===== src/rtl/mips_cpu_lsu_pkg.sv =====
// Shared types and helpers for the MIPS load/store unit.
//   lsu_op_t          : request operation codes as seen on req_op
//   lsu_state_t       : control FSM states
//   DATA_BASE_DEFAULT : byte address of data word 0
//   is_store/is_legal : operation classification helpers
package mips_cpu_lsu_pkg;

    localparam logic [31:0] DATA_BASE_DEFAULT  = 32'h0000_1000;
    localparam int unsigned DATA_WORDS_DEFAULT = 32;

    typedef enum logic [3:0] {
        OpLw  = 4'd0,
        OpLh  = 4'd1,
        OpLhu = 4'd2,
        OpLb  = 4'd3,
        OpLbu = 4'd4,
        OpLwl = 4'd5,
        OpLwr = 4'd6,
        OpSw  = 4'd8,
        OpSh  = 4'd9,
        OpSb  = 4'd10
    } lsu_op_t;

    typedef enum logic [2:0] {
        StIdle,
        StLoad,
        StStore,
        StRmwRd,
        StRmwWr,
        StResp
    } lsu_state_t;

    function automatic logic is_store(input logic [3:0] op);
        return (op == OpSw) || (op == OpSh) || (op == OpSb);
    endfunction

    function automatic logic is_legal(input logic [3:0] op);
        return (op <= 4'd6) || is_store(op);
    endfunction

    // Ops that must be word aligned.
    function automatic logic needs_word_align(input logic [3:0] op);
        return (op == OpLw) || (op == OpSw);
    endfunction

    // Ops that must be halfword aligned.
    function automatic logic needs_half_align(input logic [3:0] op);
        return (op == OpLh) || (op == OpLhu) || (op == OpSh);
    endfunction

endpackage


===== src/rtl/mips_cpu_lsu_align.sv =====
// Combinational lane logic for the load/store unit (big-endian lanes).
//   op          in  4   latched operation code
//   offset      in  2   byte offset within the word (addr[1:0])
//   mem         in  32  memory word (read data for loads, merge word for stores)
//   rt_old      in  32  previous rt value, merged by LWL/LWR
//   wdata       in  32  store data
//   load_result out 32  extracted / extended / merged load value
//   store_word  out 32  memory word with the target lane replaced
module mips_cpu_lsu_align
    import mips_cpu_lsu_pkg::*;
(
    input  logic [3:0]  op,
    input  logic [1:0]  offset,
    input  logic [31:0] mem,
    input  logic [31:0] rt_old,
    input  logic [31:0] wdata,
    output logic [31:0] load_result,
    output logic [31:0] store_word
);

    logic [4:0]  shl_amt;
    logic [4:0]  shr_amt;
    logic [31:0] mem_shr;
    logic [31:0] byte_lane_mask;
    logic [7:0]  byte_val;
    logic [15:0] half_val;

    always_comb begin
        // Byte k lives at [31-8k -: 8], so 8*(3-k) brings it down to bit 0.
        shl_amt        = {offset, 3'b000};
        shr_amt        = {~offset, 3'b000};
        mem_shr        = mem >> shr_amt;
        byte_val       = mem_shr[7:0];
        half_val       = offset[1] ? mem[15:0] : mem[31:16];
        byte_lane_mask = 32'h0000_00FF << shr_amt;

        load_result = mem;
        case (op)
            OpLb:    load_result = {{24{byte_val[7]}}, byte_val};
            OpLbu:   load_result = {24'd0, byte_val};
            OpLh:    load_result = {{16{half_val[15]}}, half_val};
            OpLhu:   load_result = {16'd0, half_val};
            OpLwl:   load_result = (mem << shl_amt) | (rt_old & ((32'd1 << shl_amt) - 32'd1));
            OpLwr:   load_result = mem_shr | (rt_old & ~(32'hFFFF_FFFF >> shr_amt));
            default: load_result = mem;
        endcase

        store_word = mem;
        case (op)
            OpSw:    store_word = wdata;
            OpSh:    store_word = offset[1] ? {mem[31:16], wdata[15:0]}
                                            : {wdata[15:0], mem[15:0]};
            OpSb:    store_word = (mem & ~byte_lane_mask) | ({24'd0, wdata[7:0]} << shr_amt);
            default: store_word = mem;
        endcase
    end

endmodule


===== src/rtl/mips_cpu_load_store_unit.sv =====
// MIPS load/store unit between the memory stage and a word-wide data memory.
// Handles LW/LH/LHU/LB/LBU/LWL/LWR and SW/SH/SB; SH/SB use read-modify-write.
//   clk, reset_n                    clock, async active-low reset
//   req_valid/req_ready             request handshake (ready only when idle)
//   req_op/req_addr/req_wdata       operation, byte address, store data
//   req_rt_old                      old rt value for LWL/LWR
//   resp_valid/resp_rdata/resp_error one-cycle completion pulse with result
//   data_address/data_read/data_write/data_writedata/data_readdata  memory port
module mips_cpu_load_store_unit
    import mips_cpu_lsu_pkg::*;
#(
    parameter logic [31:0] DATA_BASE  = DATA_BASE_DEFAULT,
    parameter int unsigned DATA_WORDS = DATA_WORDS_DEFAULT
) (
    input  logic        clk,
    input  logic        reset_n,
    input  logic        req_valid,
    output logic        req_ready,
    input  logic [3:0]  req_op,
    input  logic [31:0] req_addr,
    input  logic [31:0] req_wdata,
    input  logic [31:0] req_rt_old,
    output logic        resp_valid,
    output logic [31:0] resp_rdata,
    output logic        resp_error,
    output logic [31:0] data_address,
    output logic        data_read,
    output logic        data_write,
    output logic [31:0] data_writedata,
    input  logic [31:0] data_readdata
);

    // One past the last legal byte; 33 bits so the limit cannot wrap.
    localparam logic [32:0] DataLimit = {1'b0, DATA_BASE} + 33'(DATA_WORDS) * 33'd4;

    lsu_state_t  state_q, state_d;
    logic [3:0]  op_q;
    logic [31:0] addr_q;
    logic [31:0] wdata_q;
    logic [31:0] rt_old_q;
    logic [31:0] merge_q, merge_d;
    logic [31:0] rdata_q, rdata_d;
    logic        error_q, error_d;

    logic        accept;
    logic        req_illegal;
    logic        req_out_of_range;
    logic        req_misaligned;
    logic        req_error;
    logic [31:0] align_mem;
    logic [31:0] load_result;
    logic [31:0] store_word;

    assign req_ready    = (state_q == StIdle);
    assign accept       = req_valid && req_ready;
    assign resp_valid   = (state_q == StResp);
    assign resp_rdata   = rdata_q;
    assign resp_error   = error_q;
    assign data_address = {addr_q[31:2], 2'b00};

    // Checked on the request as it is accepted, i.e. the values being latched.
    always_comb begin
        req_illegal      = !is_legal(req_op);
        req_out_of_range = (req_addr < DATA_BASE) || ({1'b0, req_addr} >= DataLimit);
        req_misaligned   = (needs_word_align(req_op) && (req_addr[1:0] != 2'b00)) ||
                           (needs_half_align(req_op) && req_addr[0]);
        req_error        = req_illegal || req_out_of_range || req_misaligned;
    end

    // Loads extract from the live read word; the RMW write merges into the saved word.
    assign align_mem = (state_q == StRmwWr) ? merge_q : data_readdata;

    mips_cpu_lsu_align u_align (
        .op          (op_q),
        .offset      (addr_q[1:0]),
        .mem         (align_mem),
        .rt_old      (rt_old_q),
        .wdata       (wdata_q),
        .load_result (load_result),
        .store_word  (store_word)
    );

    always_comb begin
        state_d        = state_q;
        merge_d        = merge_q;
        rdata_d        = rdata_q;
        error_d        = error_q;
        data_read      = 1'b0;
        data_write     = 1'b0;
        data_writedata = 32'd0;

        unique case (state_q)
            StIdle: begin
                if (accept) begin
                    if (req_error) begin
                        state_d = StResp;
                        rdata_d = 32'd0;
                        error_d = 1'b1;
                    end else if (!is_store(req_op)) begin
                        state_d = StLoad;
                    end else if (req_op == OpSw) begin
                        state_d = StStore;
                    end else begin
                        state_d = StRmwRd;
                    end
                end
            end
            StLoad: begin
                data_read = 1'b1;
                rdata_d   = load_result;
                error_d   = 1'b0;
                state_d   = StResp;
            end
            StStore: begin
                data_write     = 1'b1;
                data_writedata = wdata_q;
                rdata_d        = 32'd0;
                error_d        = 1'b0;
                state_d        = StResp;
            end
            StRmwRd: begin
                data_read = 1'b1;
                merge_d   = data_readdata;
                state_d   = StRmwWr;
            end
            StRmwWr: begin
                data_write     = 1'b1;
                data_writedata = store_word;
                rdata_d        = 32'd0;
                error_d        = 1'b0;
                state_d        = StResp;
            end
            StResp: begin
                state_d = StIdle;
            end
            default: begin
                state_d = StIdle;
            end
        endcase
    end

    always_ff @(posedge clk or negedge reset_n) begin
        if (!reset_n) begin
            state_q  <= StIdle;
            op_q     <= 4'd0;
            addr_q   <= 32'd0;
            wdata_q  <= 32'd0;
            rt_old_q <= 32'd0;
            merge_q  <= 32'd0;
            rdata_q  <= 32'd0;
            error_q  <= 1'b0;
        end else begin
            state_q <= state_d;
            merge_q <= merge_d;
            rdata_q <= rdata_d;
            error_q <= error_d;
            if (accept) begin
                op_q     <= req_op;
                addr_q   <= req_addr;
                wdata_q  <= req_wdata;
                rt_old_q <= req_rt_old;
            end
        end
    end

endmodule

===== config.mk =====
export PLATFORM = sky130hd
export DESIGN_NAME = mips_cpu_load_store_unit
export DESIGN_NICKNAME = d
export VERILOG_FILES = /design/src/rtl/mips_cpu_lsu_pkg.sv /design/src/rtl/mips_cpu_lsu_align.sv /design/src/rtl/mips_cpu_load_store_unit.sv
export SDC_FILE = /design/constraint.sdc
export NUM_CORES = 1
export LEC_CHECK = 0
export ABC_AREA = 1
export CORE_AREA = 4 4 165 167
export DETAILED_ROUTE_END_ITERATION = 16
export DIE_AREA = 0 0 169 171
export PLACE_DENSITY_LB_ADDON = 0.1
export SETUP_SLACK_MARGIN = 0.4
export SYNTH_ARGS = -nofsm -noshare
export SYNTH_HDL_FRONTEND = slang
export SYNTH_SLANG_ARGS = --single-unit

===== constraint.sdc =====
create_clock -name clk -period 4.5 [get_ports clk]
set_input_delay 0.675 -clock clk [delete_from_list [all_inputs] [get_ports clk]]
set_output_delay 0.675 -clock clk [all_outputs]
set_load 0.02 [all_outputs]

==> impl_metrics.json, run 1 <==
{
  "grt_max_degree": 100,
  "drv_slew": 0,
  "fin_tns_setup_ns": 0,
  "cp_max_fo": 46,
  "skew_ns": 0.01211,
  "avgSynthCellArea_sq_um": 6.508,
  "cap_violations": 0,
  "synthCells": 1751,
  "synth_top_family_by_area": "simple AND/OR/NAND/NOR gates",
  "ir_drop_mv": 0.3745,
  "drt_wl_total_mm": 47.83,
  "pin_count": 236,
  "worst_setup_path_start_kind": "register",
  "synth-simple-area-share_pct": 31.72,
  "grt_antenna_before_repair": 1,
  "ant_nets": 0,
  "critPathKind": "reg -> out",
  "area_growth_pct": 25.99,
  "start_util_pct": 44.23,
  "synth-adder-area-share_pct": 0.1098,
  "hold_buffers": 0,
  "drt_iter0_markers": 1795,
  "status": "completed",
  "via_count": 12730,
  "track_usage_pct": 32.76,
  "yosysSeqAreaShare_pct": 36.89,
  "worstRegToRegCells": 11,
  "ys_warn_count": 0,
  "grt_first_pass_wirelength_mm": 72.53,
  "gr-total-overflow": 0,
  "num_rows": 59,
  "io_buffers": 233,
  "nFillCells": 2612,
  "r2r_setup_slack_ns": 1.16,
  "r2r-start": "state_q[1]",
  "synth_xor_area_share_pct": 0,
  "cts_sinks": 168,
  "cts_root_buffer": "clkbuf_16",
  "ys_seq_elements": 168,
  "tightestPinTransition_ns": 1.120,
  "crit_arrival_ns": 3.23,
  "slew_headroom_pct": 25.31,
  "post_synth_mux_area_share_pct": 1.186,
  "dp_cells": 2215,
  "hp-class": "in -> async",
  "cts_tree": "yes",
  "cts.reportedPaths.clkPinSlew_ns": 0.08,
  "vias_per_cell": 5.661,
  "finish.net_count": 2036,
  "synth_compound_area_share_pct": 18.52,
  "stdcell_count": 2248,
  "p_leak_nw": 6.932,
  "grt_pass1_vias": 11870,
  "dp.final_hpwl_mm": 34.90,
  "clock_path_buffers": 2,
  "p_per_area_nw_per_um2": 770.3,
  "crit_required_ns": 3.83,
  "rsz0062_at_grt": "no",
  "power_w": 0.01106,
  "setup_viol": 0,
  "finalHoldViolCount": 0,
  "die_x_um": 169,
  "die_y_um": 171,
  "gp_congestion": 1.034,
  "die-area_sq_um": 28900,
  "reg2reg_to": "resp_rdata[8]",
  "diodes": 0,
  "drive_gt1_share_pct": 5.489,
  "insertion_delay_ns": 0.44,
  "cp-end-kind": "output pin",
  "min_period_ns": 3.908,
  "htree_num_levels": 4,
  "dr.pass1.iters": 6,
  "coreArea_sq_um": 25760,
  "netlist_area_sq_um": 11400,
  "numCtsBuffers": 17,
  "synth.distinct_cells": 34,
  "fmax_ghz": 0.2559,
  "fin_crit_sh_pct": 86.85,
  "wl_per_cell_um": 21.28,
  "drc": 0
}
[state kept, by name, summed over array words and instances, names as in the netlist]
signal,flops
resp_rdata,32
op_q,4
resp_error,1
wdata_q,32
merge_q,32
state_q,3
addr_q,32
rt_old_q,32
[cell usage in the layout, fill, tap and decap left out, drive strengths merged]
cell type      instances
nor2                  46
nand2                602
o21a                   1
clkbuf                17
a211oi                 3
ha                     1
dfrtp                168
clkinv                11
nand4                 15
o2111ai                6
conb                   2
o21ai                247
nand3                188
nand3b                 8
o211ai                 8
mux2                  12
o22ai                 13
o211a                  1
clkdlybuf4s50        231
clkinvlp               1
a31oi                  7
a21oi                118
inv                  164
dlymetal6s2s           1
nor3                   7
buf                   35
[cell type report]
cell class                 count  area (sq um)  area share [%]
clock inverter                15         173.9           1.211
timing repair buffer         267          2620           18.25
inverter                     161         608.1           4.235
sequential                   168          4205           29.29
clock buffer                  17         425.4           2.963
tap                          335         419.2           2.919
multi-input combinational   1285          5906           41.13
[cell usage after synthesis]
| cell type | number | area [sq um] |
|---|---|---|
| nand3_2 | 2 | 20.02 |
| nor2_2 | 4 | 25.02 |
| nand4_1 | 15 | 93.84 |
| o21ai_1 | 29 | 145.1 |
| buf_4 | 36 | 270.3 |
| nand2_1 | 598 | 2245 |
| clkinv_1 | 4 | 15.01 |
| a211oi_1 | 3 | 22.52 |
| buf_2 | 28 | 140.1 |
| ha_1 | 1 | 12.51 |
| nor3_2 | 2 | 20.02 |
| mux2_2 | 12 | 135.1 |
| conb_1 | 1 | 3.750 |
| buf_6 | 3 | 33.78 |
| o211ai_1 | 8 | 60.06 |
| o22ai_1 | 12 | 75.07 |
| o211a_1 | 1 | 10.01 |
| nor2_1 | 42 | 157.7 |
| o22ai_2 | 1 | 12.51 |
| nand3b_1 | 8 | 60.06 |
| a21oi_1 | 118 | 590.6 |
| o21ai_0 | 218 | 1091 |
| nand2_2 | 4 | 25.02 |
| nand3_4 | 1 | 17.52 |
| nor3_1 | 5 | 25.02 |
| inv_2 | 4 | 15.01 |
| inv_1 | 153 | 574.3 |
| nand3_1 | 185 | 925.9 |
| buf_1 | 12 | 45.04 |
| o21a_1 | 1 | 7.510 |
| dfrtp_1 | 168 | 4204 |
| o2111ai_1 | 6 | 52.55 |
| a31oi_1 | 7 | 43.79 |
| clkbuf_1 | 59 | 221.5 |
[cell families (layout without fill, tap and decap cells)]
family                     after synthesis  after routing
AOI/OAI and AO/OA                      404            404
adders and majority gates                1              1
buffers and inverters                  299            460
DFF                                    168            168
muxes                                   12             12
other                                    1              2
and+or+nand+nor                        866            866
[per-stage QoR]
stage | util, % | hold WS [ns] | setup slack (ns) | area [sq um]
after floorplan | - | 0.3794 | 2.003 | 11400
after global placement | 53.24 | 0.4518 | 0.9033 | 13720
after detailed placement | 53.24 | 0.4578 | 0.8954 | 13720
after CTS | 55.56 | 0.3660 | 0.4202 | 14320
after global routing | 55.73 | 0.3895 | 0.4443 | 14360
final | 55.73 | 0.3067 | 0.5918 | 14360
[metal layers]
metal  share of wire (%)  up-vias  global-route usage, %
met3                  11       95                  8.688
li1                    -     6000                      -
met5                   0        -                      0
met2                  43      700                  48.81
met4                 3.5        0                  11.03
met1                  43     5930                  46.44
[worst max-delay path: stages, from the launching register on]
cell,delay [ns]
dfrtp_1,0.45
nor2_2,0.22
buf_6,0.35
nand3_1,0.19
nand2_1,0.33
o21ai_0,0.13
nand3_1,0.09
o21ai_0,0.07
o21ai_0,0.26
clkdlybuf4s50_1,0.67
[worst max-delay path by stage]
stage                    start                 end  slack, ns
floorplan            addr_q[0]  data_writedata[17]       2.00
global placement    state_q[0]   data_writedata[7]       0.90
detailed placement  state_q[1]   data_writedata[7]       0.90
CTS                 state_q[1]   data_writedata[7]       0.42
global route        state_q[0]   data_writedata[5]       0.44
finish              state_q[1]  data_writedata[27]       0.59
[power by group]
part / internal (W) / total, W / switching [W]
sequential: 0.00206 / 0.00246 / 0.000399
combinational: 0.00220 / 0.00708 / 0.00488
clock: 0.000754 / 0.00152 / 0.000771
[timing repair]
| item | 4_1_cts | 5_1_grt |
|---|---|---|
| resized for setup | 0 | 7 |
| setup endpoints to repair | 0 | 20 |
| buffers inserted | 0 | 1 |
Note: power is estimated with default switching activity, not from simulation.
==> run 2, diff against run 1 <==
--- a/config.mk
+++ b/config.mk
@@ -5,10 +5,9 @@
 export SDC_FILE = /design/constraint.sdc
 export NUM_CORES = 1
 export LEC_CHECK = 0
-export ABC_AREA = 1
-export CORE_AREA = 4 4 165 167
+export CORE_AREA = 4 4 157 159
 export DETAILED_ROUTE_END_ITERATION = 16
-export DIE_AREA = 0 0 169 171
+export DIE_AREA = 0 0 161 163
 export PLACE_DENSITY_LB_ADDON = 0.1
 export SETUP_SLACK_MARGIN = 0.4
 export SYNTH_ARGS = -nofsm -noshare
==> run 2 against run 1 <==
Global-route usage decreased by 3.8 points. Clock power hardly changed. Highest routed layer is now met5. Via count decreased by 20%. Flip-flop and latch count unchanged. Routed wire length fell by 20%.
==> impl_metrics.json, run 2 <==
{
  "htree_num_levels": 4,
  "ir_drop_mv": 0.4237,
  "r2r_setup_slack_ns": 1.23,
  "p_per_area_nw_per_um2": 715.2,
  "drc": 0,
  "synth-adder-area-share_pct": 0.1216,
  "avgSynthCellArea_sq_um": 8.408,
  "grt_first_pass_wirelength_mm": 58.80,
  "synth.distinct_cells": 70,
  "wl_per_cell_um": 22.42,
  "grt_antenna_before_repair": 1,
  "critPathKind": "reg -> out",
  "numCtsBuffers": 17,
  "fin_crit_sh_pct": 89.40,
  "status": "completed",
  "ys_top_cells_by_count": "nand2_1, dfrtp_1, o21ai_0",
  "cts_root_buffer": "clkbuf_16",
  "netlist_area_sq_um": 10290,
  "worst_setup_path_start_kind": "register",
  "gp_congestion": 0.9747,
  "ys.flop_type": "dfrtp_1",
  "slew_headroom_pct": 24.52,
  "mostFrequentLayoutCells": "nand2_1, clkdlybuf4s50_1, dfrtp_1",
  "hp-class": "in -> async",
  "finish.net_count": 1519,
  "hold_buffers": 0,
  "vias_per_cell": 5.922,
  "cts.reportedPaths.clkPinSlew_ns": 0.07,
  "clock_path_buffers": 2,
  "nFillCells": 2193,
  "grt_pass1_vias": 9967,
  "io_buffers": 233,
  "synth_top_family_by_area": "compound AO/OA/AOI/OAI gates",
  "synthTopCellsByArea": "dfrtp_1, nand2_1, mux2i_1",
  "final_common_cell": "nand2_1",
  "setup_viol": 0,
  "area_growth_pct": 29.00,
  "diodes": 0,
  "yosysSeqAreaShare_pct": 40.85,
  "synthCells": 1224,
  "ys_seq_elements": 168,
  "drt_wl_total_mm": 38.44,
  "dr.pass1.iters": 6,
  "ant_nets": 0,
  "dp_cells": 1681,
  "via_count": 10160,
  "skew_ns": 0.01346,
  "num_rows": 56,
  "fin_tns_setup_ns": 0,
  "async_reset_ff_share_pct": 100.0,
  "ys_warn_count": 0,
  "synth_xor_area_share_pct": 0,
  "yosysTopAreaCellShare_pct": 40.85,
  "yosysTopAreaCell": "dfrtp_1",
  "min_period_ns": 4.023,
  "cap_violations": 0,
  "cts_tree": "yes",
  "start_util_pct": 44.24,
  "fmax_ghz": 0.2486,
  "die_y_um": 163,
  "die-area_sq_um": 26240,
  "p_leak_nw": 5.782,
  "track_usage_pct": 28.91,
  "drv_slew": 0,
  "insertion_delay_ns": 0.44,
  "post_synth_mux_area_share_pct": 11.02,
  "grt_max_degree": 87,
  "synth-simple-area-share_pct": 19.40,
  "crit_arrival_ns": 3.35,
  "dp.final_hpwl_mm": 27.74,
  "cp-end-kind": "output pin",
  "hold_ws_ns": 0.3096,
  "cts_sinks": 168,
  "stdcell_count": 1715,
  "synth_compound_area_share_pct": 21.81,
  "coreArea_sq_um": 23260,
  "finalHoldViolCount": 0,
  "cp_max_fo": 22,
  "synth.most_common_cell": "nand2_1",
  "die_x_um": 161,
  "synth_edf_count": 0,
  "drt_iter0_markers": 1212,
  "pin_count": 236,
  "tightestPinTransition_ns": 1.104,
  "drive_gt1_share_pct": 9.456,
  "crit_required_ns": 3.83,
  "rsz0062_at_grt": "yes",
  "gr-total-overflow": 0
}
## run 2: changes by cell type after synthesis, moves of 14 or more
cell      previous run  this run
mux2_2              12        40
a21oi_1            118        79
mux2i_1              0        54
a21o_1               0        24
nand4_1             15         1
inv_1              153         7
o21ai_1             29         0
nand2_1            598       351
nand3_1            185         8
o221ai_1             0        20
a22oi_1              0        20
o21ai_0            218        86
## run 2: layout make-up
| type | count | area [sq um] | share of cell area (%) |
|---|---|---|---|
| inverters | 7 | 26.28 | 0.1979 |
| well taps | 319 | 399.1 | 3.007 |
| multi-input cells | 927 | 5461 | 41.14 |
| clock inverters | 13 | 152.6 | 1.150 |
| clock buffers | 19 | 452.9 | 3.412 |
| repair buffers | 262 | 2576 | 19.41 |
| flip-flops and latches | 168 | 4207 | 31.69 |
## run 2: routing by layer
| layer | routed length [um] | vias to the layer above | GRT usage (%) |
|---|---|---|---|
| li1 | - | 4619 | - |
| met3 | 4040 | 89 | 7.897 |
| met4 | 1352 | 2 | 11.24 |
| met2 | 17160 | 579 | 43.76 |
| met5 | 14 | - | 0 |
| met1 | 15870 | 4868 | 39.70 |
## run 2: cell families (layout without fill, tap and decap cells)
logic type	Yosys count	count (layout)
flip-flops	168	168
adder cells (fa/ha/maj)	1	1
buffers and inverters	130	301
other	1	2
AO/OA/AOI/OAI	343	343
AND/OR/NAND/NOR	478	478
multiplexers	103	103
## run 2: repair_timing
action,CTS,global route
setup endpoints to repair,1,19
resized for setup,1,11
pin swaps,0,0
buffers inserted,0,2
## run 2: worst max-delay path: stages, from the launching register on
cell and delay [ns]:
dfrtp_1 0.48, nor3b_4 0.36, buf_4 0.38, mux2i_1 0.50, a21oi_1 0.14, o22a_1 0.20, o221ai_1 0.18, nand2_1 0.10
clkdlybuf4s50_1 0.55
## run 2: path summary, 6_finish.rpt
check | startpoint | end | cells past startpoint
max reg2reg | addr_q[1] | resp_rdata[19] | 6
min | reset_n | wdata_q[19] | 1
max | state_q[2] | data_writedata[24] | 8
min in group clk | addr_q[13] | addr_q[13] | 2
min reg2reg | addr_q[13] | addr_q[13] | 2
max in group asynchronous | reset_n | rt_old_q[15] | 2
## run 2: where the power goes
group          switching, W  leakage, nW  total [W]  internal (W)
logic               0.00320         3.39    0.00529       0.00209
clock network      0.000711        0.300    0.00153      0.000824
registers          0.000623         2.09    0.00267       0.00205
total               0.00453         5.78    0.00949       0.00496
## run 2: stage by stage
step                power, W  instance area [sq um]  worst slack, ns  util (%)
CTS                 0.009357                  13210           0.4538     56.78
global route         0.01001                  13280           0.3327     57.07
finish              0.009494                  13280           0.4768     57.07
global placement    0.007753                  12600           0.9025     54.16
detailed placement  0.007799                  12600           0.8142     54.16
floorplan           0.005912                  10290            1.810         -
